[src/rtl/pixel_weight_network.sv]
// ============================================================================
// Module   : pixel_weight_network
// Purpose  : Single-neuron pulse-rate scorer of a HEIGHT-pixel binary input.
//            Optional macro BALANCE_CLAMP_EN clamps balance_out to [0, max].
// Revision : 1.0 - initial release
// ============================================================================
`default_nettype none

module pixel_weight_network #(
    parameter int             WIDTH           = 8,
    parameter int             HEIGHT          = 7,
    parameter int             NUM_POS_WEIGHTS = 3,
    parameter logic [WIDTH:0] WEIGHTS [0:HEIGHT-1] = '{60, 60, 60, 260, 260, 260, 260},
    localparam int            B = $clog2(HEIGHT * (2**WIDTH - 1) + 1)
) (
    input  logic              clk,
    input  logic              rst,
    input  logic [HEIGHT-1:0] pixels,
    output logic              neuron_out,
    output logic [B-1:0]      balance_out,
    output logic              pixel_out_out,
    output logic              reset_out
);

    localparam int c_CNT_W   = WIDTH + 1;
    localparam int c_IDX_W   = (HEIGHT > 1) ? $clog2(HEIGHT) : 1;
    localparam int c_ACC_W   = B + 2;
    localparam int c_BAL_MAX = HEIGHT * (2**WIDTH - 1);

    if (NUM_POS_WEIGHTS > HEIGHT) begin : g_num_pos_check
        $error("NUM_POS_WEIGHTS exceeds HEIGHT");
    end

    logic [c_CNT_W-1:0]        r_cnt;
    logic [c_IDX_W-1:0]        r_idx;
    logic [WIDTH-1:0]          r_acc_neg;
    logic [WIDTH-1:0]          r_acc_pos;
    logic                      r_carry_pos_d;
    logic [c_CNT_W-1:0]        r_win_cnt;
    logic signed [c_ACC_W-1:0] r_acc_f;

    logic                      w_reset_circuit;
    logic                      w_last;
    logic                      w_frame_end;
    logic                      w_stim;
    logic [WIDTH:0]            w_weight;
    logic                      w_sign;
    logic [WIDTH-1:0]          w_mag;
    logic                      w_fire;
    logic [WIDTH:0]            w_neg_sum;
    logic [WIDTH:0]            w_pos_sum;
    logic                      w_carry_neg;
    logic                      w_carry_pos;
    logic                      w_pixel_out;
    logic [c_CNT_W:0]          w_win_total;
    logic signed [c_ACC_W-1:0] w_win_delta;
    logic signed [c_ACC_W-1:0] w_acc_next;
    logic                      w_neuron;
    logic [B-1:0]              w_balance;

    assign w_reset_circuit = (r_cnt != '0);
    assign w_last          = &r_cnt;
    assign w_frame_end     = w_last && (r_idx == c_IDX_W'(HEIGHT - 1));
    assign w_stim          = w_reset_circuit & r_cnt[0];

    assign w_weight = WEIGHTS[r_idx];
    assign w_sign   = w_weight[WIDTH];
    assign w_mag    = w_weight[WIDTH-1:0];
    assign w_fire   = w_stim & pixels[r_idx];

    // Each divider overflows exactly w times across the window's odd-cnt pulses.
    assign w_neg_sum   = {1'b0, r_acc_neg} + {1'b0, w_mag};
    assign w_pos_sum   = {1'b0, r_acc_pos} + {1'b0, w_mag};
    assign w_carry_neg = w_fire &  w_sign & w_neg_sum[WIDTH];
    assign w_carry_pos = w_fire & ~w_sign & w_pos_sum[WIDTH];

    assign w_pixel_out = w_reset_circuit & ((w_stim & ~w_carry_neg) | r_carry_pos_d);

    // Window total includes the final cycle's pulse so the commit lands on the wrap edge.
    assign w_win_total = {1'b0, r_win_cnt} + {{c_CNT_W{1'b0}}, w_pixel_out};
    assign w_win_delta = $signed(c_ACC_W'(w_win_total)) - $signed(c_ACC_W'(2**WIDTH));
    assign w_acc_next  = r_acc_f + w_win_delta;
    assign w_neuron    = ~w_acc_next[c_ACC_W-1] & (w_acc_next != '0);

`ifdef BALANCE_CLAMP_EN
    always_comb begin
        w_balance = w_acc_next[B-1:0];
        if (w_acc_next[c_ACC_W-1]) begin
            w_balance = '0;
        end else if (w_acc_next > c_ACC_W'(c_BAL_MAX)) begin
            w_balance = B'(c_BAL_MAX);
        end
    end
`else
    assign w_balance = w_acc_next[B-1:0];
`endif

    always_ff @(posedge clk or negedge rst) begin
        if (!rst) begin
            r_cnt <= '0;
            r_idx <= '0;
        end else begin
            r_cnt <= r_cnt + c_CNT_W'(1);
            if (w_last) begin
                r_idx <= (r_idx == c_IDX_W'(HEIGHT - 1)) ? '0 : r_idx + c_IDX_W'(1);
            end
        end
    end

    always_ff @(posedge clk or negedge rst) begin
        if (!rst) begin
            r_acc_neg     <= '1;
            r_acc_pos     <= '1;
            r_carry_pos_d <= 1'b0;
        end else if (!w_reset_circuit) begin
            r_acc_neg     <= '1;
            r_acc_pos     <= '1;
            r_carry_pos_d <= 1'b0;
        end else begin
            if (w_fire && w_sign) begin
                r_acc_neg <= w_neg_sum[WIDTH-1:0];
            end
            if (w_fire && !w_sign) begin
                r_acc_pos <= w_pos_sum[WIDTH-1:0];
            end
            r_carry_pos_d <= w_carry_pos;
        end
    end

    always_ff @(posedge clk or negedge rst) begin
        if (!rst) begin
            r_win_cnt   <= '0;
            r_acc_f     <= '0;
            neuron_out  <= 1'b0;
            balance_out <= '0;
        end else if (w_last) begin
            r_win_cnt <= '0;
            if (w_frame_end) begin
                r_acc_f     <= '0;
                neuron_out  <= w_neuron;
                balance_out <= w_balance;
            end else begin
                r_acc_f <= w_acc_next;
            end
        end else if (w_pixel_out) begin
            r_win_cnt <= r_win_cnt + c_CNT_W'(1);
        end
    end

    assign pixel_out_out = w_pixel_out;
    assign reset_out     = w_reset_circuit;

endmodule

`default_nettype wire

[config.mk]
export PLATFORM = sky130hd
export DESIGN_NAME = pixel_weight_network
export DESIGN_NICKNAME = d
export VERILOG_FILES = /design/src/rtl/pixel_weight_network.sv
export SDC_FILE = /design/constraint.sdc
export NUM_CORES = 1
export LEC_CHECK = 0
export BUFFER_PORTS_ARGS = -buffer_cell sky130_fd_sc_hd__buf_4
export CAP_MARGIN = 20
export CORE_ASPECT_RATIO = 1.2
export CORE_MARGIN = 2
export CORE_UTILIZATION = 55
export CTS_BUF_LIST = sky130_fd_sc_hd__clkbuf_2
export DETAILED_ROUTE_END_ITERATION = 10
export PLACE_DENSITY = 0.73
export SLEW_MARGIN = 20
export SYNTH_ARGS = -nofsm -noshare
export SYNTH_HDL_FRONTEND = slang
export SYNTH_SLANG_ARGS = --single-unit
[constraint.sdc]
create_clock -name clk -period 5.7 [get_ports clk]
set_input_delay 1.14 -clock clk [delete_from_list [all_inputs] [get_ports clk]]
set_output_delay 1.14 -clock clk [all_outputs]
set_load 0.05 [all_outputs]
==> results of run 1 <==
==> layer usage <==
metal,global-route usage,wire length (um),vias up
li1,-,-,1373
met1,0.2580,3013,1340
met2,0.3862,3697,51
met3,0.04429,187,14
met4,0.1176,205,0
met5,0,0,-
==> worst max path at each step <==
stage / from / end / cells after the start
2_1_floorplan: pixels[3] / neuron_out / 16
3_3_place_gp: pixels[6] / neuron_out / 18
3_5_place_dp: pixels[6] / neuron_out / 18
4_1_cts: r_idx[0] / neuron_out / 21
5_1_grt: r_idx[0] / neuron_out / 21
6_report: r_idx[0] / neuron_out / 21
==> area by class of cell <==
class                   instances  area [um2]
fillers                       600        2434
multi-input cells             276        1904
flip-flops and latches         59        1491
repair buffers                 27       202.7
well taps                      85       106.4
inverters                      23       86.33
clock inverters                 6       51.30
clock buffers                  10       50.05
==> cells in the final DEF, fill, tap and decap left out, types with 3 or more instances in the layout <==
cell and instances:
o22ai_1 11, dfstp_2 12, clkbuf_2 10, nor2_1 15, o21ai_0 32, nor4_1 4, clkinv_4 4, inv_1 23
dfrtp_1 47, nand3_1 23, xnor2_1 21, buf_4 27, mux2i_1 6, xor2_1 14, or3_1 7, or3_2 4
nand2_1 37, ha_1 23, nand2b_1 4, nor3_1 5, and3_1 4, mux2_2 3, a21oi_1 23
==> what timing repair did <==
item                                    in CTS  in global routing
endpoints found under the setup margin       0                  1
buffers inserted                             0                  2
endpoints found under the hold margin        0                  0
==> critical path, stage by stage, from the launching register on <==
cell,delay (ps)
dfrtp_1,570
nand2_1,120
ha_1,350
xor2_1,220
ha_1,230
nor2_1,60
o22ai_1,130
a21oi_1,150
o41ai_4,340
inv_1,170
ha_1,270
ha_1,250
nand3_1,110
xnor2_1,80
ha_1,350
nand2_1,100
nor3b_1,270
nor2_1,120
o21ai_0,350
xnor2_1,220
nor4bb_1,330
a41oi_1,150
==> power groups by stage <==
stage | clock (W) | combinational, W | sequential, W
after floorplan | 0 | 0.000493 | 0.000526
after CTS | 0.000244 | 0.000617 | 0.000542
after global routing | 0.000263 | 0.000701 | 0.000551
final | 0.000239 | 0.000615 | 0.000543
after detailed placement | 0 | 0.000611 | 0.000550
after global placement | 0 | 0.000599 | 0.000546
==> cells by family after synthesis <==
kind of cell,count (synthesis)
AND/OR/NAND/NOR,118
multiplexers,10
XOR/XNOR,35
buffers and inverters,38
adder cells (fa/ha/maj),24
AO/OA/AOI/OAI,89
flip-flops,59
==> flip-flops by register name, summed over array words and instances (netlist names) <==
signal / cells
balance_out: 11
neuron_out: 1
r_acc_f: 13
r_acc_neg: 6
r_acc_pos: 6
r_carry_pos_d: 1
r_cnt: 9
r_idx: 3
r_win_cnt: 9
==> through the flow <==
stage	power [W]	utilization
4_1_cts	0.001403	0.6129
5_1_grt	0.001515	0.6153
3_5_place_dp	0.001160	0.5969
6_report	0.001396	0.6153
2_1_floorplan	0.001019	-
3_3_place_gp	0.001146	0.5969
==> run metrics, run 1 <==
Tot GR Track Use 0.2227; Post-Synth XOR/XNOR Area 0.08627; post-synthesis simple-gate area fraction 0.1676; skew final 22.49 ps; R2R Setup Slk 630 ps; Slew HR 0.5164; Leak Pwr 1.758 nW; share of the yosys chip area belonging to registers 0.4197; Clock power frac 0.171; top cells by area, synth dfrtp_1 33%, dfstp_2 8.9%, ha_1 8.1%, xnor2_1 5.2%, o21ai_0 4.5%; Layout Nets 429; hold path startpoint balance_out[9]; clk_lat worst skew 520 ps; DIE HEIGHT 92.05 um; status finished, final reports clean; number of flops mapped to enable cells by yosys 0; share of the synthesized area in the top cell type 0.3310; Die Area 0.007122 mm2; RSZ-0062 raised after global routing no; clk root buf clkbuf_2; crit-path max FO 9; Sw Ratio 0.4237; hold endpoint balance_out[9]; CP arrival 5460 ps; Startpoint Class flip-flop; final setup TNS 0 ps; WL final 7.104 mm; Syn-to-layout area delta 9.542%; top_reg_cell synth dfrtp_1; Least-Margin Pin Slew 725.4 ps; H-tree Lvls 3; Worst R2R End neuron_out; Max VDD drop 0.2044 mV; min Tclk post-route 5067 ps; Achievable Freq 197.4 MHz; vias per cell 5.716; Routed Antenna Nets 0; first-pass GRT wire length 12.47 mm; Initial Utilization 0.5617; Async SR Flop Fraction 1.000; io pins 23; Crit Path Class reg2reg; synthesized area per cell 9.527 um2; antenna cells 0; number of global-route vias before repair 2770; dpl cells 468; origin of the critical flop-to-flop path r_idx[0]; Hold Crit Depth 2; Setup violations, final 0; post-synthesis compound-gate area fraction 0.1627; CTS Buffer Depth 2; hpwl dp 5.119 mm; Synth cell types 51; number of cells on the worst reg-to-reg path 21; crit share post-route 0.8889; worst hold path type reg2reg; die width 77.38 um; Crit. End Element flip-flop; num rows 32; Synth top cells by count 47 x dfrtp_1, 37 x nand2_1, 32 x o21ai_0; post-route setup slack 633.0 ps; hold buffer count at cts 0; number of synthesized register bits 59; CTS tree yes; Seq pwr share 0.389; post-synth top area cell dfrtp_1; pwr/cell area 358.6 mW/mm2; yosys warns 0; cell count after synthesis 373; GP Congestion 0.8465; main combinational cell family by area after synthesis simple AND/OR/NAND/NOR gates; Worst Path Required 6100 ps; CTS Sinks 59; final cell count without fillers 486; synthesized cell area 0.003553 mm2; vias 2778; final hold vios 0; P_int 0.0008045 W; # resized after CTS 0; gr ovfl total 0; fraction of layout cells with a size suffix above 1 0.1771; count leader, synth dfrtp_1; Slew Viols, Final 0; Port Buffers 22; iteration count of the initial detailed-routing pass 4; Area after DPL 0.003776 mm2; mux share of post-synthesis cell area 0.03275; Comb power frac 0.440; number of CTS-inserted buffers 9; Post-Synth Adder-Cell Area 0.08662; largest net degree at the start of global routing 60; DR DRC count 0; initial antenna violation count 0; core box area 0.006326 mm2; max_cap viols 0; syn nets 406; smallest hold slack 509.8 ps; Clock transition at path regs 200 ps; design area 0.003892 mm2; WL/cell 14.62 um; post-place setup slack 310.3 ps; First DRT Iteration DRCs 96; Net Switching 0.0005915 W
Power figures use the tool's default switching activity.
==> run 2, diff against run 1 <==
--- a/config.mk
+++ b/config.mk
@@ -5,12 +5,14 @@
 export SDC_FILE = /design/constraint.sdc
 export NUM_CORES = 1
 export LEC_CHECK = 0
+export ABC_AREA = 1
 export BUFFER_PORTS_ARGS = -buffer_cell sky130_fd_sc_hd__buf_4
 export CAP_MARGIN = 20
 export CORE_ASPECT_RATIO = 1.2
 export CORE_MARGIN = 2
 export CORE_UTILIZATION = 55
 export CTS_BUF_LIST = sky130_fd_sc_hd__clkbuf_2
+export CTS_CLUSTER_SIZE = 30
 export DETAILED_ROUTE_END_ITERATION = 10
 export PLACE_DENSITY = 0.73
 export SLEW_MARGIN = 20
==> run metrics, run 2 <==
Hold Crit Depth 2 (unchanged); crit share post-route 0.8344 (-0.05459); post-synthesis compound-gate area fraction 0.07442 (-0.08826); Leak Pwr 2.331 nW (+33%); number of CTS-inserted buffers 9 (unchanged); Clock transition at path regs 160 ps (-40 ps); Achievable Freq 210.3 MHz (+6.5%); Synth top cells by count 167 x nand2_1, 70 x inv_1, 48 x nand3_1, 47 x dfrtp_1, 31 x nor2_1; final setup TNS 0 ps (unchanged); Fill cells 693 (+16%); count leader, synth nand2_1; number of synthesized register bits 59 (unchanged); num rows 34 (+6.3%); hold buffer count at cts 0 (unchanged); Synth cell types 42 (-18%); mux share of post-synthesis cell area 0 (-0.03275); main combinational cell family by area after synthesis simple AND/OR/NAND/NOR gates; Post-CTS Setup Inserts 0 (unchanged); die width 82.19 um (+6.2%); GP Congestion 0.9010 (+6.4%); Least-Margin Pin Slew 934.3 ps (+208.9 ps); synthesized cell area 0.004035 mm2 (+14%); Largest Register r_acc_f; CTS Buffer Depth 2 (unchanged); P_int 0.0008841 W (+9.9%); utilization after layout 0.6020 (-0.01333); antenna cells 0 (unchanged); iteration count of the initial detailed-routing pass 4 (unchanged); Clock power frac 0.155 (-0.016); top flop regs r_acc_f x13, balance_out x11; CTS Sinks 59 (unchanged); Max VDD drop 0.3413 mV (+67%); slowest CP cell dfrtp_1; min Tclk post-route 4756 ps (-311.2 ps); Post-Synth XOR/XNOR Area 0.05581 (-0.03045); number of flops mapped to enable cells by yosys 0 (unchanged); Crit. End Element flip-flop; Post-Synth Adder-Cell Area 0.07628 (-0.01034); post-synth top area cell dfrtp_1; Worst path depth 27 (+29%); WL final 8.535 mm (+20%); Routed Antenna Nets 0 (unchanged); Slew HR 0.3764 (-0.1400); Crit Path Class reg2reg; Initial Utilization 0.5613 (about the same); commonest non-fill, non-tap cells in the layout 167 x nand2_1, 70 x inv_1, 48 x nand3_1, 47 x dfrtp_1, 31 x nor2_1; vias per cell 5.343 (-6.5%); share of the yosys chip area belonging to registers 0.3696 (-0.05011); top_reg_cell synth dfrtp_1; Worst Path Required 6090 ps (about the same); hold path startpoint r_acc_neg[7]; origin of the critical flop-to-flop path r_idx[0]; Comb power frac 0.528 (+0.088); CTS tree yes; io pins 23 (unchanged); Tot GR Track Use 0.2337 (+0.01108); max_cap viols 0 (unchanged); synthesized area per cell 7.445 um2 (-22%); largest net degree at the start of global routing 60 (unchanged); number of global-route vias before repair 3368 (+22%); Sw Ratio 0.4681 (+0.04445); worst path bufs/invs 0 (-1); share of the synthesized area in the top cell type 0.2915 (-0.03951); Setup violations, final 0 (unchanged); post-synthesis simple-gate area fraction 0.3315 (+0.1639); Layout Nets 594 (+38%); CP arrival 5150 ps (-310 ps); cell count after synthesis 542 (+45%); initial antenna violation count 0 (unchanged); clk root buf clkbuf_2; CP startpoint r_idx[0]; Slew Viols, Final 0 (unchanged); Port Buffers 22 (unchanged); final hold vios 0 (unchanged); gr ovfl total 0 (unchanged); crit-path max FO 11 (+2); WL/cell 13.01 um (-11%); Net Switching 0.0007782 W (+32%); top cells by area, synth dfrtp_1 29%, nand2_1 16%, dfstp_2 7.8%, ha_1 7.1%, inv_1 6.5%; Critical Path Max Stage Delay 550 ps (-20 ps); clk_lat worst skew 490 ps (-30 ps); skew final 26.04 ps (+3.549 ps); DIE HEIGHT 97.83 um (+6.3%); first-pass GRT wire length 14.73 mm (+18%); status finished, final reports clean; max reg flops 13 (unchanged); fraction of layout cells with a size suffix above 1 0.1378 (-0.03925); syn nets 575 (+42%); Die Area 0.008041 mm2 (+13%); Syn-to-layout area delta 7.256%; pwr/cell area 384.1 mW/mm2 (+7.1%); Startpoint Class flip-flop; core box area 0.007189 mm2 (+14%); RSZ-0062 raised after global routing no; most used cell, CP nand2_1; First DRT Iteration DRCs 212 (+120%); yosys warns 0 (unchanged); Async SR Flop Fraction 1.000 (unchanged); top cell family by delay on the critical path simple AND/OR/NAND/NOR gates; vias 3505 (+26%); number of cells on the worst reg-to-reg path 27 (+29%); hpwl dp 6.382 mm (+25%); Seq pwr share 0.317 (-0.072); worst hold path type reg2reg; # resized after CTS 0 (unchanged); H-tree Lvls 3 (unchanged); commonest non-fill, non-tap cell in the layout nand2_1; DR DRC count 0 (unchanged)
## run 2: changes by cell type after synthesis, moves of 7 or more
cell / before / now
clkbuf_1: 13 / 4
inv_1: 23 / 70
nand2_1: 37 / 167
nand3_1: 23 / 48
nand4_1: 2 / 18
nor2_1: 15 / 31
o21ai_0: 32 / 13
o21ai_1: 0 / 12
o22ai_1: 11 / 0
or3_1: 7 / 0
xnor2_1: 21 / 2
## run 2: worst reg2reg max path: cells and delay by family (launching register included)
kind	cells	cell delay [ps]
compound gates	1	170
flops	1	550
simple gates	20	2260
xor+xnor	1	260
fa+ha+maj	5	1410
## run 2: kinds of logic after synthesis
| kind of cell | Yosys count |
|---|---|
| flops | 59 |
| simple gates | 292 |
| xor+xnor | 24 |
| fa+ha+maj | 24 |
| buf+inv | 90 |
| compound gates | 53 |
## run 2: stage by stage
step                      instances  area, um2  power [W]  worst slack [ps]  hold slack [ps]
after floorplan                 542       4035   0.001214              1466            459.4
after global placement          640       4225   0.001386              1166            468.1
after detailed placement        640       4225   0.001408             987.6            474.0
after CTS                       656       4328   0.001671             948.6            505.3
after global routing            656       4328   0.001858             378.7            529.9
final                           656       4328   0.001662             944.2            499.5
## run 2: worst paths after layout
kind / slack [ps] / end
max: 940 / neuron_out
min: 500 / r_acc_neg[7]
max reg2reg: 940 / neuron_out
min reg2reg: 500 / r_acc_neg[7]
max in group asynchronous: 4500 / balance_out[7]
min in group asynchronous: 700 / balance_out[4]
## run 2: area by class of cell
| class | instances | area, um2 | share of cell area |
|---|---|---|---|
| flip-flops and latches | 59 | 1491 | 0.3446 |
| well taps | 90 | 112.6 | 0.02602 |
| inverters | 76 | 285.3 | 0.06592 |
| clock buffers | 12 | 60.06 | 0.01388 |
| clock inverters | 4 | 42.54 | 0.009829 |
| repair buffers | 22 | 165.2 | 0.03816 |
| multi-input cells | 393 | 2171 | 0.5016 |
## run 2: power by group through the flow
stage	Combinational [W]	Sequential (W)	Clock, W
global route	0.00104	0.000534	0.000285
floorplan	0.000707	0.000507	0
detailed placement	0.000875	0.000533	0
global placement	0.000855	0.000531	0
finish	0.000878	0.000527	0.000258
CTS	0.000880	0.000526	0.000265
## run 2: per-layer routing
layer | routed length (um) | part of all wire | global-route usage
met1 | 3795 | 0.44 | 0.2926
met3 | 226 | 0.026 | 0.03882
met4 | 260 | 0.030 | 0.1090
met5 | 0 | 0 | 0
met2 | 4252 | 0.50 | 0.3859
